### src/rtl/mem_pkg.sv
// rtl/mem_pkg.sv - shared state type and constants for the external memory arbiter
package mem_pkg;

  typedef enum logic [1:0] {
    IDLE   = 2'd0,
    SETUP  = 2'd1,
    ACCESS = 2'd2,
    HOLD   = 2'd3
  } mem_state_t;

  localparam int DEFAULT_AW = 16;
  localparam int DEFAULT_DW = 8;

  localparam logic PORT0 = 1'b0;
  localparam logic PORT1 = 1'b1;

endpackage

### src/rtl/rr_arbiter2.sv
// rtl/rr_arbiter2.sv - two-input round-robin grant with a last_grant register
module rr_arbiter2
  import mem_pkg::*;
(
  input  logic       clk,
  input  logic       rst,
  input  logic       sample,
  input  logic [1:0] req,
  output logic       grant_valid,
  output logic       grant_port
);

  logic last_grant;

  always_comb begin
    grant_valid = |req;
    grant_port  = PORT0;
    if (req[0] && req[1]) begin
      grant_port = ~last_grant;
    end else if (req[1]) begin
      grant_port = PORT1;
    end
  end

  // Reset to PORT1 so that port 0 wins the first contention.
  always_ff @(posedge clk) begin
    if (rst) begin
      last_grant <= PORT1;
    end else if (sample && grant_valid) begin
      last_grant <= grant_port;
    end
  end

endmodule

### src/rtl/mem_arbiter.sv
// rtl/mem_arbiter.sv - two-port round-robin arbiter and SRAM access sequencer
module mem_arbiter
  import mem_pkg::*;
#(
  parameter int AW          = DEFAULT_AW,
  parameter int DW          = DEFAULT_DW,
  parameter int WAIT_CYCLES = 2
) (
  input  logic          clk,
  input  logic          rst,
  input  logic          req0,
  input  logic          we0,
  input  logic [AW-1:0] addr0,
  input  logic [DW-1:0] wdata0,
  output logic          ack0,
  input  logic          req1,
  input  logic          we1,
  input  logic [AW-1:0] addr1,
  input  logic [DW-1:0] wdata1,
  output logic          ack1,
  output logic [DW-1:0] rdata,
  output logic          busy,
  output logic [AW-1:0] mem_addr,
  output logic [DW-1:0] mem_wdata,
  input  logic [DW-1:0] mem_rdata,
  output logic          mem_dq_oe,
  output logic          mem_ce_n,
  output logic          mem_oe_n,
  output logic          mem_we_n
);

  generate
    if (WAIT_CYCLES < 1 || WAIT_CYCLES > 15) begin : g_bad_wait_cycles
      $error("mem_arbiter: WAIT_CYCLES must be in the range 1..15");
    end
  endgenerate

  localparam logic [3:0] ACCESS_LAST = 4'(WAIT_CYCLES - 1);

  mem_state_t    state, state_nxt;
  logic [3:0]    cnt;
  logic          access_done;
  logic          grant_valid, grant_port;
  logic          port_q, we_q;
  logic [AW-1:0] addr_q;
  logic [DW-1:0] wdata_q, rdata_q;

  rr_arbiter2 u_rr (
    .clk         (clk),
    .rst         (rst),
    .sample      (state == IDLE),
    .req         ({req1, req0}),
    .grant_valid (grant_valid),
    .grant_port  (grant_port)
  );

  assign access_done = (state == ACCESS) && (cnt == 4'd0);

  always_ff @(posedge clk) begin
    if (rst) begin
      state <= IDLE;
    end else begin
      state <= state_nxt;
    end
  end

  always_comb begin
    state_nxt = state;
    case (state)
      IDLE:    if (grant_valid) state_nxt = SETUP;
      SETUP:   state_nxt = ACCESS;
      ACCESS:  if (access_done) state_nxt = HOLD;
      HOLD:    state_nxt = IDLE;
      default: state_nxt = IDLE;
    endcase
  end

  // Requester inputs are only looked at on the granting edge; the access
  // then runs entirely from these latched copies.
  always_ff @(posedge clk) begin
    if (rst) begin
      cnt     <= 4'd0;
      port_q  <= PORT0;
      we_q    <= 1'b0;
      addr_q  <= '0;
      wdata_q <= '0;
      rdata_q <= '0;
    end else begin
      if (state == SETUP) begin
        cnt <= ACCESS_LAST;
      end else if (state == ACCESS && cnt != 4'd0) begin
        cnt <= cnt - 4'd1;
      end
      if (state == IDLE && grant_valid) begin
        port_q  <= grant_port;
        we_q    <= grant_port ? we1 : we0;
        addr_q  <= grant_port ? addr1 : addr0;
        wdata_q <= grant_port ? wdata1 : wdata0;
      end
      if (access_done && !we_q) begin
        rdata_q <= mem_rdata;
      end
    end
  end

  always_comb begin
    ack0      = 1'b0;
    ack1      = 1'b0;
    busy      = (state != IDLE);
    mem_ce_n  = 1'b1;
    mem_oe_n  = 1'b1;
    mem_we_n  = 1'b1;
    mem_dq_oe = 1'b0;
    case (state)
      SETUP: begin
        mem_ce_n  = 1'b0;
        mem_oe_n  = we_q;
        mem_dq_oe = we_q;
      end
      ACCESS: begin
        mem_ce_n  = 1'b0;
        mem_oe_n  = we_q;
        mem_we_n  = ~we_q;
        mem_dq_oe = we_q;
      end
      // Write strobe released but data still driven for hold time.
      HOLD: begin
        mem_ce_n  = 1'b0;
        mem_dq_oe = we_q;
        ack0      = (port_q == PORT0);
        ack1      = (port_q == PORT1);
      end
      default: ;
    endcase
  end

  assign mem_addr  = addr_q;
  assign mem_wdata = wdata_q;
  assign rdata     = rdata_q;

endmodule

### config.mk
export PLATFORM = sky130hd
export DESIGN_NAME = mem_arbiter
export DESIGN_NICKNAME = d
export VERILOG_FILES = /design/src/rtl/mem_pkg.sv /design/src/rtl/rr_arbiter2.sv /design/src/rtl/mem_arbiter.sv
export SDC_FILE = /design/constraint.sdc
export NUM_CORES = 1
export LEC_CHECK = 0
export BUFFER_PORTS_ARGS = -buffer_cell sky130_fd_sc_hd__buf_4
export CAP_MARGIN = 20
export CORE_ASPECT_RATIO = 0.5
export CORE_MARGIN = 10
export CORE_UTILIZATION = 44
export CTS_CLUSTER_SIZE = 20
export DETAILED_ROUTE_END_ITERATION = 7
export PLACE_DENSITY = 0.79
export RECOVER_POWER = 100
export SKIP_CTS_REPAIR_TIMING = 1
export SYNTH_ARGS = -nofsm -noshare
export SYNTH_HDL_FRONTEND = slang
export SYNTH_SLANG_ARGS = --single-unit
### constraint.sdc
create_clock -name clk -period 2.05 [get_ports clk]
set_clock_uncertainty 0.15 [all_clocks]
set_input_delay 0.615 -clock clk [delete_from_list [all_inputs] [get_ports clk]]
set_output_delay 0.615 -clock clk [all_outputs]
set_load 0.05 [all_outputs]
### Word-level counts from Yosys, hierarchy flattened

Index checks and enable logic that the tools add are counted.
W data, S select, Z words.

| storage, ports and cells | value |
|---|---|
| flip-flop bits (word level) | 41 |
| latch bits | 0 |
| memory bits (writable) | 0 |
| memory bits (read-only) | 0 |
| input port bits | 62 |
| output and inout bits | 39 |
| word-level logic and storage cells | 50 |
| memories | 0 |

| cells by class | value |
|---|---|
| add/subtract/negate cells | 1 |
| multiply operators | 0 |
| divide/modulo/power cells | 0 |
| $lt $le $gt $ge | 0 |
| eq/ne operators | 5 |
| shift-type cells | 0 |
| multiplexer cells | 16 |
| bitwise logic cells | 3 |
| reduce and logical (&&, ||, !) cells | 16 |

Operators with widths:

| kind | count |
|---|---|
| $mux W16 | 1 |
| $mux W1 | 11 |
| $mux W8 | 1 |
| $pmux W2 S4 | 1 |
| $reduce_or A2 Y1 | 3 |
| $logic_and A1 B1 Y1 | 5 |
| $eq A2 B2 Y1 const B | 2 |
| $logic_not A4 Y1 | 1 |
| $mux W2 | 2 |
| $ne A2 B2 Y1 const B | 2 |
| $reduce_bool A2 Y1 | 2 |
| $reduce_bool A4 Y1 | 1 |
| $sub A4 B1 Y4 const B | 1 |
| $not A1 Y1 | 3 |
| $reduce_or A3 Y1 | 1 |
| $eq A2 B1 Y1 const B | 1 |
| $logic_not A2 Y1 | 1 |
| $reduce_and A2 Y1 | 1 |
| $logic_not A1 Y1 | 1 |

### Logic depth before layout (Yosys ltp)

Gate-level depths: netlist of run 1.

| depth | value |
|---|---|
| depth after elaboration | 4 |
| depth in mapped cells | 6 |
| mapped depth without buffers | 5 |

### By module

Synthesis of run 1 repeated with hierarchy kept, for this count alone.

| unflattened totals | value |
|---|---|
| cells, all modules | 206 |
| area total of the unflattened synthesis | 1,936.9 um^2 |

By module, submodules not included:

| module | instances | cells an instance | area each (um^2) | seq. area each (um^2) |
|---|---|---|---|---|
| mem_arbiter | 1 | 200 | 1,880.6 | 800.8 |
| rr_arbiter2 | 1 | 6 | 56.3 | 20.0 |

### Worst setup path before layout of run 1

Ideal clock, no wire load.

| path | value |
|---|---|
| path kind | flip-flop to output port |
| start point | register state[0] |
| end point | output port mem_dq_oe |
| arrival time | 1.657 ns |
| slack | -0.372 ns |
| stages on the path, launching flop included | 4 |
| cells stage by stage | dfxtp_1 inv_1 ha_1 nor2b_1 |

| on the way | value |
|---|---|
| longest elaborated chain between the ends | 3 |
| elaborated cells between the ends (all ways) | 5 |
| classes of those cells | eq/ne: 3; mux: 1; reduce/logical: 1 |

Ends and longest elaborated chain:

| what | RTL line | RTL |
|---|---|---|
| start: declaration | mem_arbiter.sv:40 | `mem_state_t state, state_nxt;` |
| start signal: assignment | mem_arbiter.sv:63 | `state <= state_nxt;` |
| $eq A2 B1 Y1 or $eq A2 B2 Y1 (tied branches) | mem_arbiter.sv:114 | `case (state)` |
| $reduce_or A3 Y1 (no line) * | n/a |  |
| $mux W1 * | mem_arbiter.sv:114 |  |
| end: declaration | mem_arbiter.sv:26 | `output logic mem_dq_oe,` |

Mark *: on every way between the ends. The rest lies on a longest branch, timed or not.

### Worst setup path in the final report of run 1

| path | value |
|---|---|
| start point | register state[1] |
| end point | output port mem_oe_n |

| on the way | value |
|---|---|
| longest elaborated chain between the ends | 3 |
| elaborated cells between the ends (all ways) | 4 |
| classes of those cells | eq/ne: 2; mux: 1; reduce/logical: 1 |

Ends and longest elaborated chain:

| what | RTL line | RTL |
|---|---|---|
| $eq A2 B1 Y1 or $eq A2 B2 Y1 (tied branches) | mem_arbiter.sv:114 |  |
| $reduce_or A2 Y1 (no line) * | n/a |  |
| $mux W1 * | mem_arbiter.sv:114 |  |
| end: declaration | mem_arbiter.sv:28 | `output logic mem_oe_n,` |

Marked as above.

==> results of run 1 <==
==> synthesized netlist by cell type (all sizes together) <==
| library cell | count | area (um^2) |
|---|---|---|
| o221a | 1 | 11.3 |
| nor3b | 1 | 7.51 |
| nand2 | 4 | 15.0 |
| o31a | 1 | 8.76 |
| or3b | 1 | 8.76 |
| nor2 | 9 | 33.8 |
| nand2b | 3 | 18.8 |
| nand3 | 9 | 45.0 |
| o211ai | 2 | 15.0 |
| or3 | 2 | 12.5 |
| a21boi | 1 | 11.3 |
| nor2b | 3 | 18.8 |
| and3 | 2 | 12.5 |
| inv | 7 | 26.3 |
| a211oi | 8 | 60.1 |
| o21ai | 27 | 135 |
| dfxtp | 41 | 821 |
| clkbuf | 8 | 31.3 |
| o21a | 1 | 7.51 |
| nor3 | 2 | 10.0 |
| and2 | 1 | 6.26 |
| xor2 | 1 | 8.76 |
| o32a | 1 | 10.0 |
| o41ai | 1 | 8.76 |
| mux2i | 26 | 260 |
| buf | 7 | 67.6 |
| a21oi | 28 | 140 |
| ha | 6 | 75.1 |
==> cells by family (layout without fill, tap and decap cells) <==
| group | after synthesis | count (layout) |
|---|---|---|
| buffers and inverters | 22 | 120 |
| DFF | 41 | 41 |
| and+or+nand+nor | 37 | 37 |
| AOI/OAI and AO/OA | 71 | 71 |
| adders and majority gates | 6 | 6 |
| muxes | 26 | 26 |
| xor gates and xnor gates | 1 | 1 |
==> worst paths after layout <==
kind / slack (ns) / depth (start not counted) / to
max: 0.05 / 4 / mem_oe_n
min: 0.33 / 2 / rdata[5]
max reg2reg: 0.27 / 5 / rdata[7]
min reg2reg: 0.33 / 2 / rdata[5]
==> metal layers <==
metal  up-vias  GRT usage (%)  share of wire, %
met3         2           4.71               5.9
met5         -              0                 0
met1       852           14.1                37
li1        926              -                 -
met2        39           27.0                56
met4         0           2.83              0.16
==> worst min-delay path: stages (launching register included) <==
cell and delay, ns:
dfxtp_1 0.31, o21ai_0 0.07, a21oi_1 0.06
==> final cells by class <==
type	count	area, um^2	area share [%]
Multi-Input combinational cell	141	963	34.4
Inverter	7	26.3	0.937
Sequential cell	41	826	29.5
Clock buffer	7	86.3	3.08
Tap cell	54	67.6	2.41
Clock inverter	1	30.0	1.07
Timing Repair Buffer	105	805	28.7
==> state kept, by name, summed over array words and instances, names as in the netlist <==
register         count
we_q                 1
cnt                  4
u_rr.last_grant      1
mem_wdata            8
mem_addr            16
rdata                8
port_q               1
state                2
==> where the power goes <==
part / total [mW] / internal (mW) / switching [mW]
Sequential: 1.19 / 1.05 / 0.144
Clock: 0.670 / 0.397 / 0.273
Combinational: 2.35 / 0.765 / 1.59
Total: 4.22 / 2.21 / 2.00
==> stage by stage <==
stage	instances	TNS [ns]	setup WS, ns	util (%)
floorplan	204	0	0.0214	-
finish	356	0	0.0515	69.7
global placement	348	0	0.284	66.6
CTS	356	-0.191	-0.0732	69.5
global route	356	-0.000580	-0.000580	69.7
detailed placement	348	0	0.260	66.6
==> flow_summary.ini, run 1 <==
[global_route]
antenna_found_initial = 0
grt_overflow = 0
grt_pass1_vias = 1873
grt_first_pass_wirelength_um = 8750
grt_max_degree = 52
grtUsageTotal_pct = 13.8

[synth]
synth.distinct_cells = 32
ys_ff_latch = 41
syn_nets = 272
syn-mean-instance-area_um2 = 9.25
yosysWarnings = 0
synth_compound_gate_area_share_pct = 21.6
synth-xor-area-share_pct = 0.464
synth.area.mux_share_pct = 13.8
syn_area_um2 = 1890
yosysSeqAreaShare_pct = 43.5
netlist_instances = 204
yosys.area_share.simple_pct = 10.0
synth_top_family_by_area = compound AO/OA/AOI/OAI gates
synth-adder-area-share_pct = 3.98

[clocking]
cts_buffers = 5
cts_sinks = 41
cts_tree = built
clock-root-buffer = clkbuf_8
worstSkewPairLatency_ns = 0.29
clockBufferDepth = 2
htree_levels = 2
clk_pin_slew_ns = 0.08

[finish]
diodes = 0
fin_nets = 369
drive_gt1_share_pct = 39.7
fill_cells = 308
final_common_cell = buf_4
area_growth_pct = 48.6
final_area_um2 = 2800
final_cell_mix = buf_4, dfxtp_1, a21oi_1

[routing]
post-route-drc-count = 0
drt_pass1_iterations = 4
vias = 1819
via_per_inst = 5.11
wl_um = 5520
drtAntennaViolNets = 0
avgRoutedWirePerCell_um = 15.5
first_iter_violations = 70

[worst_setup_path]
path_class = flip-flop to output pin
critPathCaptureType = output pin
critPathBufInv = 2
crit_family = flip-flops
worstPathRequired_ns = 1.28
path_cells = inv_1 -> ha_4 -> nand2b_1 -> buf_4
worstSetupStartpoint = state[1]
cp_slowest_stage_delay_ns = 0.37
cpMaxStageDelayCell = dfxtp_4
r2r-start = state[0]
critPathLaunchType = flip-flop
critPathArrivalTime_ns = 1.23
crit_fanout = 5

[timing]
hold_violations = 0
tightest_slew_ns = 0.540
layout_worst_path_cycle_share_pct = 97.5
setup_violations = 0
finalMaxSlewViolations = 0
relSlewSlack_pct = 63.9
period_minus_slack_ns = 2.00
hold-worst-slack_ns = 0.332
max_freq_ghz = 0.500

[placement]
gp_congestion = 0.782
dpl-instance-area_um2 = 2680
io_buffers = 100
hpwlAfterDp_um = 4310

[floorplan]
start_util_pct = 46.9
die_height_um = 66.3
io_pins = 101
die_w_um = 113
core.rowCount = 16
coreArea_um2 = 4020
die_area_um2 = 7470

[power]
p_leak_nw = 1.27
p_per_area_nw_per_um2 = 1500
total_power_mw = 4.22
ir_drop_mv = 0.741

[worst_hold_path]
hp-class = flip-flop to flip-flop
min_from = rdata[5]

[outcome]
status = complete, no violations

[run]
max_cap_viol_count = 0
Power figures use the tool's default switching activity.
==> run 2, diff against run 1 <==
- CORE_UTILIZATION: 44 -> 46
- CTS_BUF_LIST: default -> sky130_fd_sc_hd__clkbuf_8
- PLACE_DENSITY: 0.79 -> 0.82
==> flow_summary.ini, run 2 (synthesized netlist as in run 1, its figures left out) <==
[power]
p_leak_nw = 1.19
power.internal_mw = 1.97
ir_drop_mv = 0.712
switching_power_mw = 2.03
p_per_area_nw_per_um2 = 1490
sw_frac_of_total_pct = 50.8
total_power_mw = 3.99
power_frac_seq_pct = 30.0
combPwrFrac_pct = 55.4
clkPwrFrac_pct = 14.6

[finish]
final_cell_mix = buf_4, dfxtp_1, a21oi_1
final_common_cell = buf_4
final_util_pct = 68.3
largest_register_ffs = 16
final_area_um2 = 2680
final_cell_count_no_fill = 357
fin_nets = 370
drive_gt1_share_pct = 34.3
area_growth_pct = 42.0
diodes = 0

[timing]
tightest_slew_ns = 0.638
layout_worst_path_cycle_share_pct = 97.6
max_freq_ghz = 0.500
period_minus_slack_ns = 2.00
setup_violations = 0
hold_violations = 0
hold-worst-slack_ns = 0.330
relSlewSlack_pct = 57.6
rsz0062_at_grt = no
finalMaxSlewViolations = 0

[worst_hold_path]
hold_path_depth = 2
hold_path_end = rdata[6]
min_from = rdata[6]
hp-class = flip-flop to flip-flop

[clocking]
clock-root-buffer = clkbuf_8
cts_tree = built
cts_buffers = 5
cts_sinks = 41
worstSkewPairLatency_ns = 0.29
clockBufferDepth = 2
htree_levels = 2
clk_pin_slew_ns = 0.08

[placement]
placed_cells = 349
hpwlAfterDp_um = 4500
io_buffers = 100
gp_congestion = 0.706
dpl-instance-area_um2 = 2680

[floorplan]
io_pins = 101
core.rowCount = 16
die_area_um2 = 7220
coreArea_um2 = 3920
die_height_um = 65.3
die_w_um = 111
start_util_pct = 48.1

[global_route]
grtUsageTotal_pct = 15.2
grt_pass1_vias = 1958
antenna_found_initial = 0
grt_first_pass_wirelength_um = 9310
grt_max_degree = 52
grt_overflow = 0

[routing]
vias = 1867
post-route-drc-count = 0
drt_pass1_iterations = 5
wl_um = 5800
drtAntennaViolNets = 0
first_iter_violations = 67
avgRoutedWirePerCell_um = 16.2
via_per_inst = 5.23

[worst_setup_path]
critPathCaptureType = output pin
r2r_cells = 6
cpMaxStageDelayCell = dfxtp_4
rrSetupSlack_ns = 0.19
critPathBufInv = 2
rr_endpoint = rdata[7]
cp_slowest_stage_delay_ns = 0.37
path_class = flip-flop to output pin
worstPathRequired_ns = 1.28
crit_family = flip-flops
r2r-start = cnt[0]
path_cells = inv_1 -> ha_4 -> nand2b_1 -> buf_4
crit_fanout = 5
critPathLaunchType = flip-flop
critPathArrivalTime_ns = 1.24

[run]
max_cap_viol_count = 0

[outcome]
status = complete, no violations
==> run 2: worst max path at each step <==
stage / from / to / slack [ns] / cells after the start
floorplan: state[0] / state[0] / 0.02 / 5
global placement: state[1] / mem_oe_n / 0.28 / 4
detailed placement: req0 / mem_wdata[5] / 0.24 / 5
CTS: state[0] / mem_oe_n / -0.08 / 4
global route: state[1] / mem_dq_oe / 0.01 / 4
finish: state[1] / mem_oe_n / 0.05 / 4
==> run 2: layout make-up <==
type | instances | area (um^2)
repair buffers | 106 | 694
inverters | 7 | 26.3
clock buffers | 7 | 96.3
multi-input cells | 141 | 963
well taps | 54 | 67.6
fillers | 349 | 1240
flip-flops and latches | 41 | 826
clock inverters | 1 | 5.00
==> run 2: metrics by stage <==
stage / setup WS, ns / setup TNS (ns)
after CTS: -0.0767 / -0.194
final: 0.0490 / 0
after floorplan: 0.0214 / 0
after detailed placement: 0.245 / 0
after global routing: 0.00965 / 0
after global placement: 0.284 / 0
==> run 2: worst register-to-register path, cell delays in order (launching register included) <==
cell and delay [ns]:
dfxtp_1 0.33, inv_1 0.09, ha_1 0.18, nor3b_1 0.49
clkbuf_2 0.31, nand3_1 0.10, a21oi_1 0.15
==> run 2: layer usage <==
layer	vias up	routed length, um	share of wire [%]	GRT usage, %
met4	0	109	1.9	5.00
li1	929	-	-	-
met1	867	2170	38	15.6
met3	11	286	4.9	3.99
met5	-	0	0	0
met2	60	3230	56	29.8
==> run 2: power groups by stage <==
stage	logic, mW	registers (mW)	clock network, mW
CTS	2.38	1.19	0.590
finish	2.21	1.20	0.583
global route	2.37	1.23	0.622
floorplan	1.02	1.84	0
detailed placement	2.37	1.20	0
global placement	2.32	1.19	0
